**src/rtl/mem_bus_pkg.sv**
```systemverilog
// ============================================================================
// Module  : mem_bus_pkg
// Brief   : Shared types and helpers for the memory-bus decode fabric.
// Revision: 1.0 - initial release
// ============================================================================
`default_nettype none

package mem_bus_pkg;

    typedef enum logic [1:0] {
        ST_IDLE   = 2'd0,
        ST_ACCESS = 2'd1,
        ST_DONE   = 2'd2
    } state_t;

    // Slave index width covers the 16-slave ceiling of the fabric.
    localparam int SEL_W = 4;

    function automatic int strb_w(input int data_w);
        return data_w / 8;
    endfunction

    // A disabled timeout still gets a 1-bit counter so no zero-width vectors appear.
    function automatic int cnt_w(input int timeout_cycles);
        return (timeout_cycles < 1) ? 1 : $clog2(timeout_cycles + 1);
    endfunction

    // Returns {found, index}; the lowest set bit wins.
    function automatic logic [SEL_W:0] onehot_prio(input logic [15:0] hits);
        logic [SEL_W:0] r;
        r = '0;
        for (int i = 15; i >= 0; i--) begin
            if (hits[i]) begin
                r = {1'b1, SEL_W'(i)};
            end
        end
        return r;
    endfunction

endpackage

`default_nettype wire

```
**src/rtl/mem_bus_addr_decode.sv**
```systemverilog
// ============================================================================
// Module  : mem_bus_addr_decode
// Brief   : Combinational base/mask address decoder with lowest-index priority.
// Revision: 1.0 - initial release
// ============================================================================
`default_nettype none

module mem_bus_addr_decode
    import mem_bus_pkg::*;
#(
    parameter int                            NUM_SLAVES = 4,
    parameter int                            ADDR_W     = 32,
    parameter logic [NUM_SLAVES*ADDR_W-1:0]  SLV_BASE   = '0,
    parameter logic [NUM_SLAVES*ADDR_W-1:0]  SLV_MASK   = '0
) (
    input  logic [ADDR_W-1:0] i_addr,
    output logic              o_hit,
    output logic [SEL_W-1:0]  o_sel
);

    logic [15:0]    w_hits;
    logic [SEL_W:0] w_prio;

    generate
        for (genvar gi = 0; gi < 16; gi++) begin : g_hit
            if (gi < NUM_SLAVES) begin : g_slv
                assign w_hits[gi] = ((i_addr & SLV_MASK[gi*ADDR_W +: ADDR_W])
                                     == SLV_BASE[gi*ADDR_W +: ADDR_W]);
            end else begin : g_pad
                assign w_hits[gi] = 1'b0;
            end
        end
    endgenerate

    assign w_prio = onehot_prio(w_hits);
    assign o_hit  = w_prio[SEL_W];
    assign o_sel  = w_prio[SEL_W-1:0];

endmodule

`default_nettype wire

```
**src/rtl/mem_bus_fabric.sv**
```systemverilog
// ============================================================================
// Module  : mem_bus_fabric
// Brief   : N-slave decode/response fabric for the picorv32 native memory bus.
// Revision: 1.0 - initial release
// ============================================================================
`default_nettype none

module mem_bus_fabric
    import mem_bus_pkg::*;
#(
    parameter int                            NUM_SLAVES     = 4,
    parameter int                            DATA_W         = 32,
    parameter int                            ADDR_W         = 32,
    parameter logic [NUM_SLAVES*ADDR_W-1:0]  SLV_BASE       = {4{32'h0}},
    parameter logic [NUM_SLAVES*ADDR_W-1:0]  SLV_MASK       = {4{32'h0}},
    parameter int                            TIMEOUT_CYCLES = 255,
    parameter logic [DATA_W-1:0]             ERR_DATA       = 32'hDEAD_BEEF
) (
    input  logic                         clk,
    input  logic                         rst,
    input  logic                         m_valid,
    input  logic [ADDR_W-1:0]            m_addr,
    input  logic [DATA_W-1:0]            m_wdata,
    input  logic [DATA_W/8-1:0]          m_wstrb,
    output logic                         m_ready,
    output logic [DATA_W-1:0]            m_rdata,
    output logic [NUM_SLAVES-1:0]        s_valid,
    output logic [ADDR_W-1:0]            s_addr,
    output logic [DATA_W-1:0]            s_wdata,
    output logic [DATA_W/8-1:0]          s_wstrb,
    input  logic [NUM_SLAVES-1:0]        s_ready,
    input  logic [NUM_SLAVES*DATA_W-1:0] s_rdata,
    input  logic                         err_clr,
    output logic                         err_irq,
    output logic                         err_sticky,
    output logic [ADDR_W-1:0]            err_addr,
    output logic                         err_timeout
);

    localparam int STRB_W = strb_w(DATA_W);
    localparam int CNT_W  = cnt_w(TIMEOUT_CYCLES);

    state_t              r_state;
    logic [SEL_W-1:0]    r_sel;
    logic [CNT_W-1:0]    r_cnt;
    logic                r_m_ready;
    logic [DATA_W-1:0]   r_m_rdata;
    logic                r_err_irq;
    logic                r_err_sticky;
    logic [ADDR_W-1:0]   r_err_addr;
    logic                r_err_timeout;

    logic                w_hit;
    logic [SEL_W-1:0]    w_sel;
    logic                w_rdy;
    logic [DATA_W-1:0]   w_srdata;
    logic                w_timeout;

    mem_bus_addr_decode #(
        .NUM_SLAVES (NUM_SLAVES),
        .ADDR_W     (ADDR_W),
        .SLV_BASE   (SLV_BASE),
        .SLV_MASK   (SLV_MASK)
    ) u_decode (
        .i_addr (m_addr),
        .o_hit  (w_hit),
        .o_sel  (w_sel)
    );

    // Only the latched slave is visible; other ready/rdata lanes are ignored.
    always_comb begin
        s_valid  = '0;
        w_rdy    = 1'b0;
        w_srdata = '0;
        for (int i = 0; i < NUM_SLAVES; i++) begin
            if (r_sel == SEL_W'(i)) begin
                s_valid[i] = (r_state == ST_ACCESS);
                w_rdy      = s_ready[i];
                w_srdata   = s_rdata[i*DATA_W +: DATA_W];
            end
        end
    end

    assign w_timeout = (TIMEOUT_CYCLES != 0) && (r_cnt == CNT_W'(TIMEOUT_CYCLES - 1));

    always_ff @(posedge clk) begin
        if (rst) begin
            r_state       <= ST_IDLE;
            r_sel         <= '0;
            r_cnt         <= '0;
            r_m_ready     <= 1'b0;
            r_m_rdata     <= '0;
            r_err_irq     <= 1'b0;
            r_err_sticky  <= 1'b0;
            r_err_addr    <= '0;
            r_err_timeout <= 1'b0;
        end else begin
            r_m_ready <= 1'b0;
            r_err_irq <= 1'b0;
            // An error recorded below overrides this clear.
            if (err_clr) begin
                r_err_sticky <= 1'b0;
            end
            case (r_state)
                ST_IDLE: begin
                    if (m_valid) begin
                        if (w_hit) begin
                            r_sel   <= w_sel;
                            r_cnt   <= '0;
                            r_state <= ST_ACCESS;
                        end else begin
                            r_m_rdata     <= ERR_DATA;
                            r_m_ready     <= 1'b1;
                            r_err_irq     <= 1'b1;
                            r_err_sticky  <= 1'b1;
                            r_err_addr    <= m_addr;
                            r_err_timeout <= 1'b0;
                            r_state       <= ST_DONE;
                        end
                    end
                end
                ST_ACCESS: begin
                    if (w_rdy) begin
                        r_m_rdata <= w_srdata;
                        r_m_ready <= 1'b1;
                        r_state   <= ST_DONE;
                    end else if (w_timeout) begin
                        r_m_rdata     <= ERR_DATA;
                        r_m_ready     <= 1'b1;
                        r_err_irq     <= 1'b1;
                        r_err_sticky  <= 1'b1;
                        r_err_addr    <= m_addr;
                        r_err_timeout <= 1'b1;
                        r_state       <= ST_DONE;
                    end else begin
                        r_cnt <= r_cnt + CNT_W'(1);
                    end
                end
                ST_DONE: begin
                    r_state <= ST_IDLE;
                end
                default: begin
                    r_state <= ST_IDLE;
                end
            endcase
        end
    end

    assign m_ready     = r_m_ready;
    assign m_rdata     = r_m_rdata;
    assign s_addr      = m_addr;
    assign s_wdata     = m_wdata;
    assign s_wstrb     = STRB_W'(m_wstrb);
    assign err_irq     = r_err_irq;
    assign err_sticky  = r_err_sticky;
    assign err_addr    = r_err_addr;
    assign err_timeout = r_err_timeout;

endmodule

`default_nettype wire
```
**config.mk**
```make
export PLATFORM = sky130hd
export DESIGN_NAME = mem_bus_fabric
export DESIGN_NICKNAME = d
export VERILOG_FILES = /design/src/rtl/mem_bus_pkg.sv /design/src/rtl/mem_bus_addr_decode.sv /design/src/rtl/mem_bus_fabric.sv
export SDC_FILE = /design/constraint.sdc
export NUM_CORES = 1
export LEC_CHECK = 0
export CELL_PAD_IN_SITES_DETAIL_PLACEMENT = 0
export CELL_PAD_IN_SITES_GLOBAL_PLACEMENT = 1
export CORE_UTILIZATION = 18
export CTS_BUF_LIST = sky130_fd_sc_hd__clkbuf_8
export DETAILED_ROUTE_END_ITERATION = 6
export PLACE_DENSITY_LB_ADDON = 0.1
export SLEW_MARGIN = 15
export SYNTH_ARGS = -nofsm -noshare
export SYNTH_HDL_FRONTEND = slang
export SYNTH_SLANG_ARGS = --single-unit
```
**constraint.sdc**
```tcl
create_clock -name clk -period 1.8 [get_ports clk]
set_clock_uncertainty 0.2 [all_clocks]
set_input_delay 0.45 -clock clk [delete_from_list [all_inputs] [get_ports clk]]
set_output_delay 0.45 -clock clk [all_outputs]
set_load 0.1 [all_outputs]
```
==> metrics, run 1 <==
top-area cell type share of the netlist area 0.452; routed len/inst 15.1 um; Slowest-stage cell, CP dfxtp_2; CTS tree built; Via density 4.08; Synth Warn # 0; Clock power frac 0.320; part of the power in combinational logic 0.296; Hold Crit Start err_addr[24]$_SDFFE_PP0P_; RR Startpoint r_state[1]$_SDFFE_PP0P_; Chip Height 141 um; Initial Util 0.184; Mapped Cells 382; Core Footprint 18800 sq um; first-pass GRT wire length 17700 um; antenna violations before repair 0; Post-DP HPWL 8190 um; I/O Buffers 169; H-tree depth 3; share of layout cells above drive strength 1 0.468; ys flop type dfxtp_1; CP startpoint r_state[1]$_SDFFE_PP0P_; Setup Viol. Count Final 30; placed instance area 6280 sq um; Yosys reg bits 78; initial drt markers 124; failing checks setup timing; gpl congestion 0.719; power share of the sequential group 0.384; io pins 344; Final Cell Area 7000 sq um; Clk pin slew, worst setup/hold paths 0.09 ns; antenna fix cells 0; sequential area share after synthesis 0.452; Placed Cells 752; post-place setup slack -0.509 ns; CTS buffer count 9; Max VDD drop 341 uV; crit path max fanout 5; CP required 1.90 ns; GRT Total Usage 0.118; RSZ-0062 raised after global routing yes; Pleak 0.00277 uW; CTS max path bufs 2; switching power share of the total 0.342; Final Hold Vio Count 0; Hold Worst Slack 0.291 ns; CP cell instances nand2b_4 > buf_4 > buf_6 > nor4_4 > buf_6 > buf_12 > buf_12 > nand2_2 > a21oi_2; CP endpoint kind flop; synthesized cell area 3450 sq um; DRC viols 0; Max-cap violations 0; WL final 11900 um; full die area 19700 sq um; Final Worst Setup Slack -0.0574 ns; Vias 3198; Detail Route Antenna Nets 0; Total Power 4730 uW; Synth async-reset ratio 0; Worst EP arrival 1.96 ns; Slew Viols, Final 0; slack of the worst reg-to-reg path -0.06 ns; Synth area leaders dfxtp_1, buf_4, nand2_1; net switching power 1620 uW; CP Launch Type flop; row cnt 50; nets 750; Period minus WS final 1.86 ns; fin crit share 1.03; area grow syn2layout 103%; status finished with violations; Synth cell types 33; Die Width 141 um; 1st-pass router iterations 4; clock sink count 78; Post-synth EDFFs 0; CP max stage delay 0.32 ns; Post-Synthesis Mean Instance Area 9.04 sq um; Clk Latency, worst-skew pair 0.35 ns; pin count of the biggest net entering global routing 37; worst hold path type flop to flop; Filler Cell Count 1873; PD cells 677 nW/um^2; Internal 3110 uW; non-filler cells in the finished layout 783; vias in the first global route 3136; hold_buf cts 0; crit path kind flop to flop; GRT overflow 0; Fmax achieved 538 MHz; Yosys top cell by area dfxtp_1; Root Driver clkbuf_8
==> repair_timing <==
item / 4_1_cts / 5_1_grt
endpoints found under the setup margin: 107 / 72
buffers inserted: 8 / 2
pin swaps: 15 / 7
gates cloned: 4 / 2
resized for setup: 72 / 24
==> path summary, 6_finish.rpt <==
path                                                  end  cells past startpoint
worst min-delay path            err_addr[24]$_SDFFE_PP0P_                      2
worst min register to register  err_addr[24]$_SDFFE_PP0P_                      2
worst max register to register  err_addr[27]$_SDFFE_PP0P_                      9
worst max-delay path            err_addr[27]$_SDFFE_PP0P_                      9
==> per-layer routing <==
| layer | track usage | wire length (um) | up-vias |
|---|---|---|---|
| li1 | - | - | 1568 |
| met1 | 0.155 | 5520 | 1491 |
| met2 | 0.176 | 5300 | 122 |
| met3 | 0.0386 | 910 | 17 |
| met4 | 0.0515 | 124 | 0 |
| met5 | 0 | 0 | - |
==> cells in the final DEF (no fill, tap or decap), types with 2 or more instances in the layout <==
cell type	Yosys	final
buf_8	3	2
dfxtp_2	0	3
nor3_1	3	3
nor2_4	1	3
dfxtp_1	78	75
buf_6	3	7
conb_1	1	3
nand3_1	6	4
buf_4	72	54
o221a_4	0	12
nor2_1	6	6
buf_16	0	3
nand2_4	0	3
a21oi_2	1	10
clkbuf_8	0	9
dlygate4sd2_1	0	33
a41oi_2	0	2
clkdlybuf4s50_1	0	34
clkinvlp_4	0	3
o21ai_0	11	11
nand2_1	80	74
o221a_2	24	12
a31oi_1	6	5
nand2_2	0	3
buf_12	0	109
a21oi_1	47	37
bufinv_16	0	2
==> sequential cells by signal (all words and copies together), names as in the netlist <==
register     cells
err_addr        32
err_irq          1
err_sticky       1
err_timeout      1
m_rdata         32
m_ready          1
r_cnt            8
r_state          2
==> cell families (layout without fill, tap and decap cells) <==
group                      after synthesis  in the layout  share of synthesized area
buffers and inverters                  100            263                      0.206
other                                    1              3                    0.00109
AOI/OAI and AO/OA                       95             95                      0.196
and+or+nand+nor                        106            108                      0.137
DFF                                     78             78                      0.452
adders and majority gates                2              2                    0.00725
==> power by group through the flow <==
| stage | logic [uW] | registers [uW] | clock network [uW] |
|---|---|---|---|
| after CTS | 1370 | 1810 | 1590 |
| after global routing | 1450 | 1820 | 1650 |
| after floorplan | 894 | 2110 | 0 |
| after detailed placement | 1360 | 1850 | 0 |
| after global placement | 1360 | 1850 | 0 |
| final | 1400 | 1820 | 1520 |
==> through the flow <==
| stage | utilization | setup TNS, ns |
|---|---|---|
| 3_5_place_dp | 0.335 | -32.37 |
| 6_report | 0.373 | -0.555 |
| 3_3_place_gp | 0.335 | -31.89 |
| 5_1_grt | 0.373 | -3.42 |
| 2_1_floorplan | - | -2.09 |
| 4_1_cts | 0.362 | -3.52 |
==> worst max-delay path, delay by kind of cell, from the launching register on <==
kind / cells / cell delay (ns)
simple gates: 3 / 0.45
flops: 1 / 0.32
compound gates: 1 / 0.12
buf+inv: 5 / 0.69
==> final cells by class <==
cell class,count,area [sq um],share of cell area
Clock buffer,9,124,0.0177
Tap cell,234,293,0.0418
Clock inverter,7,97.6,0.0139
Timing Repair Buffer,244,3440,0.491
Sequential cell,78,1570,0.224
Multi-Input combinational cell,208,1460,0.209
Inverter,3,15.0,0.00215
==> Yosys cell counts (all sizes together) (2+ instances only) <==
| cell | n |
|---|---|
| a211o | 2 |
| a21oi | 48 |
| a31oi | 6 |
| a41oi | 2 |
| and3 | 2 |
| buf | 88 |
| clkbuf | 9 |
| dfxtp | 78 |
| ha | 2 |
| inv | 3 |
| nand2 | 80 |
| nand2b | 2 |
| nand3 | 6 |
| nor2 | 7 |
| nor3 | 3 |
| o21ai | 11 |
| o221a | 24 |
(Power assumes the default switching activity.)
==> run 2: changes to the inputs <==
MAX_ROUTING_LAYER = met4   (was not set)
==> run 2 against run 1 <==
Against the previous run: the run still ends with setup timing left; cell count did not move; critical path type is now flop to output port; register-to-register slack barely moved; critical endpoint is now s_valid[0]; power barely moved; clock power hardly changed; largest power group unchanged; sequential share of layout area unchanged; maximum frequency shrank 0.15%.
==> metrics, run 2 (synthesized netlist as in run 1, its figures left out) <==
status finished with violations; failing checks setup timing; Post-DP HPWL 8190 um (unchanged); GRT overflow 0 (unchanged); placed instance area 6280 sq um (unchanged); Die Width 141 um (unchanged); WL final 11800 um (-0.13%); hold_buf cts 0 (unchanged); GRT Total Usage 0.122 (+0.00355); RSZ-0062 raised after global routing yes; worst reg-to-reg path cell count 9 (unchanged); commonest non-fill, non-tap cell in the layout buf_12; antenna fix cells 0 (unchanged); share of layout cells above drive strength 1 0.468 (unchanged); CTS buffer count 9 (unchanged); area grow syn2layout 103% (unchanged); antenna violations before repair 0 (unchanged); CP Launch Type flop; Max-cap violations 0 (unchanged); H-tree depth 3 (unchanged); row cnt 50 (unchanged); Hold Path Cell Cnt 2 (unchanged); Layout Utilization 0.373 (unchanged); pin count of the biggest net entering global routing 37 (unchanged); first-pass GRT wire length 17600 um (-0.19%); Slowest-stage cell, CP dfxtp_2; Hold Crit Start err_addr[24]$_SDFFE_PP0P_; Pleak 0.00277 uW (unchanged); full die area 19700 sq um (unchanged); Clk pin slew, worst setup/hold paths 0.09 ns (about the same); Final Hold Vio Count 0 (unchanged); Root Driver clkbuf_8; routed len/inst 15.1 um (-0.13%); Period minus WS final 1.86 ns (+0.00281 ns); CP endpoint kind output port; CTS tree built; clock sink count 78 (unchanged); kind of cell adding the most delay to the critical path buffers and inverters; Placed Cells 752 (unchanged); RR Startpoint r_state[1]$_SDFFE_PP0P_; Via density 4.10 (+0.38%); Hold Worst Slack 0.291 ns (-0.0000840 ns); fin crit share 1.03 (+0.00156); CTS max path bufs 2 (unchanged); CP cell instances nand2b_4 > buf_8 > clkinvlp_4 > buf_12; register area 1570 sq um (unchanged); worst hold path type flop to flop; Initial Util 0.184 (unchanged); I/O Buffers 169 (unchanged); 1st-pass router iterations 4 (unchanged); Worst Path Buf+Inv 3 (-2); Setup Viol. Count Final 35 (+17%); gpl congestion 0.727 (+1.2%); CP max stage delay 0.32 ns (about the same); Hold Path End err_addr[24]$_SDFFE_PP0P_; non-filler cells in the finished layout 783 (unchanged); Vias 3210 (+0.38%); Slew Viols, Final 0 (unchanged); commonest cells after routing, fill and taps aside buf_12, dfxtp_1, nand2_1, buf_4, a21oi_1; slack of the worst reg-to-reg path -0.06 ns (about the same); Chip Height 141 um (unchanged); io pins 344 (unchanged); crit path kind flop to output port; crit path max fanout 2 (-3); DRC viols 0 (unchanged); CP required 1.15 ns (-0.75 ns); Max VDD drop 341 uV (about the same); Reg-to-Reg End err_addr[27]$_SDFFE_PP0P_; initial drt markers 121 (-2.4%); setup TNS -0.620 ns (-0.0649 ns); Detail Route Antenna Nets 0 (unchanged); Clk Latency, worst-skew pair 0.36 ns (about the same); nets 750 (unchanged); Final Cell Area 7000 sq um (unchanged); PD cells 677 nW/um^2 (about the same); Filler Cell Count 1872 (-0.053%); Final Worst Setup Slack -0.0602 ns (-0.00281 ns); Multi-input gate area 1460 sq um (unchanged); Worst EP arrival 1.21 ns (-0.75 ns); Core Footprint 18800 sq um (unchanged); vias in the first global route 3149 (+0.41%); Fmax achieved 538 MHz (-0.15%)
[run 2: cell counts in the layout (fill, tap and decap cells not counted)]
Identical to the previous run, type by type.
[run 2: power by group]
group	switching, uW	internal, uW	leakage [uW]	total (uW)
clock	730	786	0.000106	1520
combinational	845	559	0.00203	1400
sequential	47.1	1770	0.000633	1820
total	1620	3110	0.00277	4730
[run 2: layer usage]
metal  up-vias  GRT usage  routed length [um]
li1       1569          -                   -
met3        20     0.0321                 774
met1      1499      0.159                5630
met4         0     0.0515                 197
met5         -          -                   0
met2       122      0.176                5240
[run 2: what timing repair did]
item	4_1_cts	5_1_grt
buffers inserted	8	2
resized for setup	72	24
pin swaps	15	7
endpoints found under the setup margin	107	72
gates cloned	4	2
[run 2: per-stage QoR]
step	worst slack, ns	power, uW
2_1_floorplan	-0.0754	3010
3_3_place_gp	-0.491	3210
3_5_place_dp	-0.509	3210
4_1_cts	-0.125	4780
5_1_grt	-0.114	4920
6_report	-0.0602	4730
[run 2: final cells by class]
class	instances	area share
timing repair buffer	244	0.491
clock inverter	7	0.0139
clock buffer	9	0.0177
inverter	3	0.00215
tap	234	0.0418
sequential	78	0.224
multi-input combinational	208	0.209
[run 2: how the worst max path moves through the flow]
stage	cells past startpoint	startpoint	to
floorplan	6	r_state[1]$_SDFFE_PP0P_	m_rdata[0]$_SDFFE_PP0P_
global placement	5	s_ready[0]	err_addr[1]$_SDFFE_PP0P_
detailed placement	5	s_ready[0]	err_addr[13]$_SDFFE_PP0P_
CTS	11	r_cnt[0]$_SDFFE_PP0P_	err_addr[28]$_SDFFE_PP0P_
global route	9	r_state[1]$_SDFFE_PP0P_	err_addr[10]$_SDFFE_PP0P_
finish	4	r_state[1]$_SDFFE_PP0P_	s_valid[0]
[run 2: worst register-to-register path: stages, from the launching register on]
cell and delay, ns:
dfxtp_2 0.32, nand2b_4 0.14, buf_4 0.15, buf_6 0.12, nor4_4 0.25, buf_6 0.16, buf_12 0.12, buf_12 0.14
nand2_2 0.07, a21oi_2 0.12
==> run 3: changes to the inputs <==
CELL_PAD_IN_SITES_DETAIL_PLACEMENT = 1   (was 0)
HOLD_SLACK_MARGIN = 0.08   (was not set)
==> run 3 against run 2 <==
Against the previous run: the run still ends with setup timing left; first-iteration DRC count decreased by 16%; setup slack got worse by 0.014 ns; hold slack improved by 0.0035 ns; clock power decreased by 3%; critical path depth increased by 4; critical path type is now flop to flop; largest power group unchanged; highest routed layer unchanged.
==> metrics, run 3 (synthesized netlist as in run 1, its figures left out) <==
non-filler cells in the finished layout 790 (+0.89%); GRT overflow 0 (unchanged); Final Hold Vio Count 0 (unchanged); vias in the first global route 3403 (+8.1%); post-place setup slack -0.512 ns (-0.00241 ns); Worst EP arrival 1.96 ns (+0.75 ns); nets 758 (+1.1%); CTS buffer count 9 (unchanged); crit path max fanout 6 (+4); Root Driver clkbuf_8; CP required 1.89 ns (+0.74 ns); commonest cells after routing, fill and taps aside buf_12, dfxtp_1, buf_4, nand2_1, clkdlybuf4s50_1; Initial Util 0.184 (unchanged); initial drt markers 102 (-16%); antenna violations before repair 0 (unchanged); PD cells 647 nW/um^2 (-4.3%); share of layout cells above drive strength 1 0.547 (+0.0786); CTS tree built; Max-cap violations 0 (unchanged); Final Worst Setup Slack -0.0738 ns (-0.0136 ns); full die area 19700 sq um (unchanged); hold_buf cts 0 (unchanged); CTS max path bufs 2 (unchanged); Setup Viol. Count Final 50 (+43%); CP Launch Type flop; CP endpoint kind flop; worst hold path type flop to flop; crit path kind flop to flop; Period minus WS final 1.87 ns (+0.0136 ns); Layout Utilization 0.388 (+0.0155); GRT Total Usage 0.132 (+0.0104); antenna fix cells 0 (unchanged); Die Width 141 um (unchanged); DRC viols 0 (unchanged); 1st-pass router iterations 4 (unchanged); pin count of the biggest net entering global routing 37 (unchanged); routed len/inst 16.4 um (+8.2%); Clk pin slew, worst setup/hold paths 0.08 ns (about the same); H-tree depth 3 (unchanged); Chip Height 141 um (unchanged); RSZ-0062 raised after global routing yes; failing checks setup timing; area grow syn2layout 111%; Total Power 4720 uW (-0.34%); commonest non-fill, non-tap cell in the layout buf_12; Vias 3301 (+2.8%); Core Footprint 18800 sq um (unchanged); Via density 4.18 (+1.9%); WL final 12900 um (+9.2%); Hold Worst Slack 0.295 ns (+0.00349 ns); row cnt 50 (unchanged); fin crit share 1.04 (+0.00755); Slew Viols, Final 0 (unchanged); Clk Latency, worst-skew pair 0.36 ns (about the same); Post-DP HPWL 8650 um (+5.6%); io pins 344 (unchanged); Detail Route Antenna Nets 0 (unchanged); Filler Cell Count 2018 (+7.8%); gpl congestion 0.727 (unchanged); clock sink count 78 (unchanged); Fmax achieved 534 MHz (-0.72%); I/O Buffers 169 (unchanged); Placed Cells 752 (unchanged); Max VDD drop 369 uV (+8.3%); status finished with violations; first-pass GRT wire length 19200 um (+8.8%); Pleak 0.00293 uW (+5.9%)
run 3: changes by cell type in the layout (fill, tap and decap cells not counted), moves of 3 or more:
cell     delta
nand2_4    +16
a21oi_1    -11
o21ai_0     -8
a21oi_2    +11
buf_4       +3
o21ai_1     +7
nand2_1    -29
buf_12      +3
nand2_2    +13
run 3: worst max-delay path: stages (launching register included):
cell       delay, ns
dfxtp_2         0.33
inv_2           0.05
ha_4            0.16
buf_6           0.11
and3_4          0.20
a2111oi_4       0.28
buf_4           0.20
a41oi_2         0.10
a31oi_1         0.17
run 3: worst paths after layout:
kind | start | end | slack, ns | cells after the start
setup / recovery | r_cnt[0]$_SDFFE_PP0P_ | r_cnt[4]$_SDFFE_PP0P_ | -0.07 | 8
hold / removal | err_addr[4]$_SDFFE_PP0P_ | err_addr[4]$_SDFFE_PP0P_ | 0.29 | 2
setup reg to reg | r_cnt[0]$_SDFFE_PP0P_ | r_cnt[4]$_SDFFE_PP0P_ | -0.07 | 8
hold reg to reg | err_addr[4]$_SDFFE_PP0P_ | err_addr[4]$_SDFFE_PP0P_ | 0.29 | 2
run 3: layout make-up:
type	instances	area (sq um)	share of cell area
Sequential cell	78	1570	0.215
Timing Repair Buffer	252	3530	0.485
Multi-Input combinational cell	208	1670	0.230
Tap cell	234	293	0.0402
Clock buffer	9	124	0.0170
Inverter	3	15.0	0.00206
Clock inverter	6	86.3	0.0118
run 3: where the power goes:
group          leakage, uW  internal [uW]  switching, uW
logic              0.00220            570            860
registers         0.000633           1770           48.6
clock network     0.000105            774            697
total              0.00293           3110           1610
run 3: repair_timing:
action / 4_1_cts / 5_1_grt
pin swaps: 24 / 29
resized for setup: 100 / 77
cloned: 4 / 3
buffers inserted: 12 / 5
endpoints found under the setup margin: 109 / 69
run 3: stage by stage:
| step | setup TNS (ns) | cell area (sq um) |
|---|---|---|
| global placement | -31.89 | 6280 |
| detailed placement | -32.73 | 6280 |
| CTS | -2.24 | 6960 |
| floorplan | -2.09 | 3500 |
| global route | -5.91 | 7290 |
| finish | -2.34 | 7290 |
run 3: layer usage:
metal	wire, um	vias to the layer above	track usage
met4	127	0	0.0343
met5	0	-	-
li1	-	1584	-
met2	6140	123	0.203
met3	848	15	0.0468
met1	5820	1579	0.163
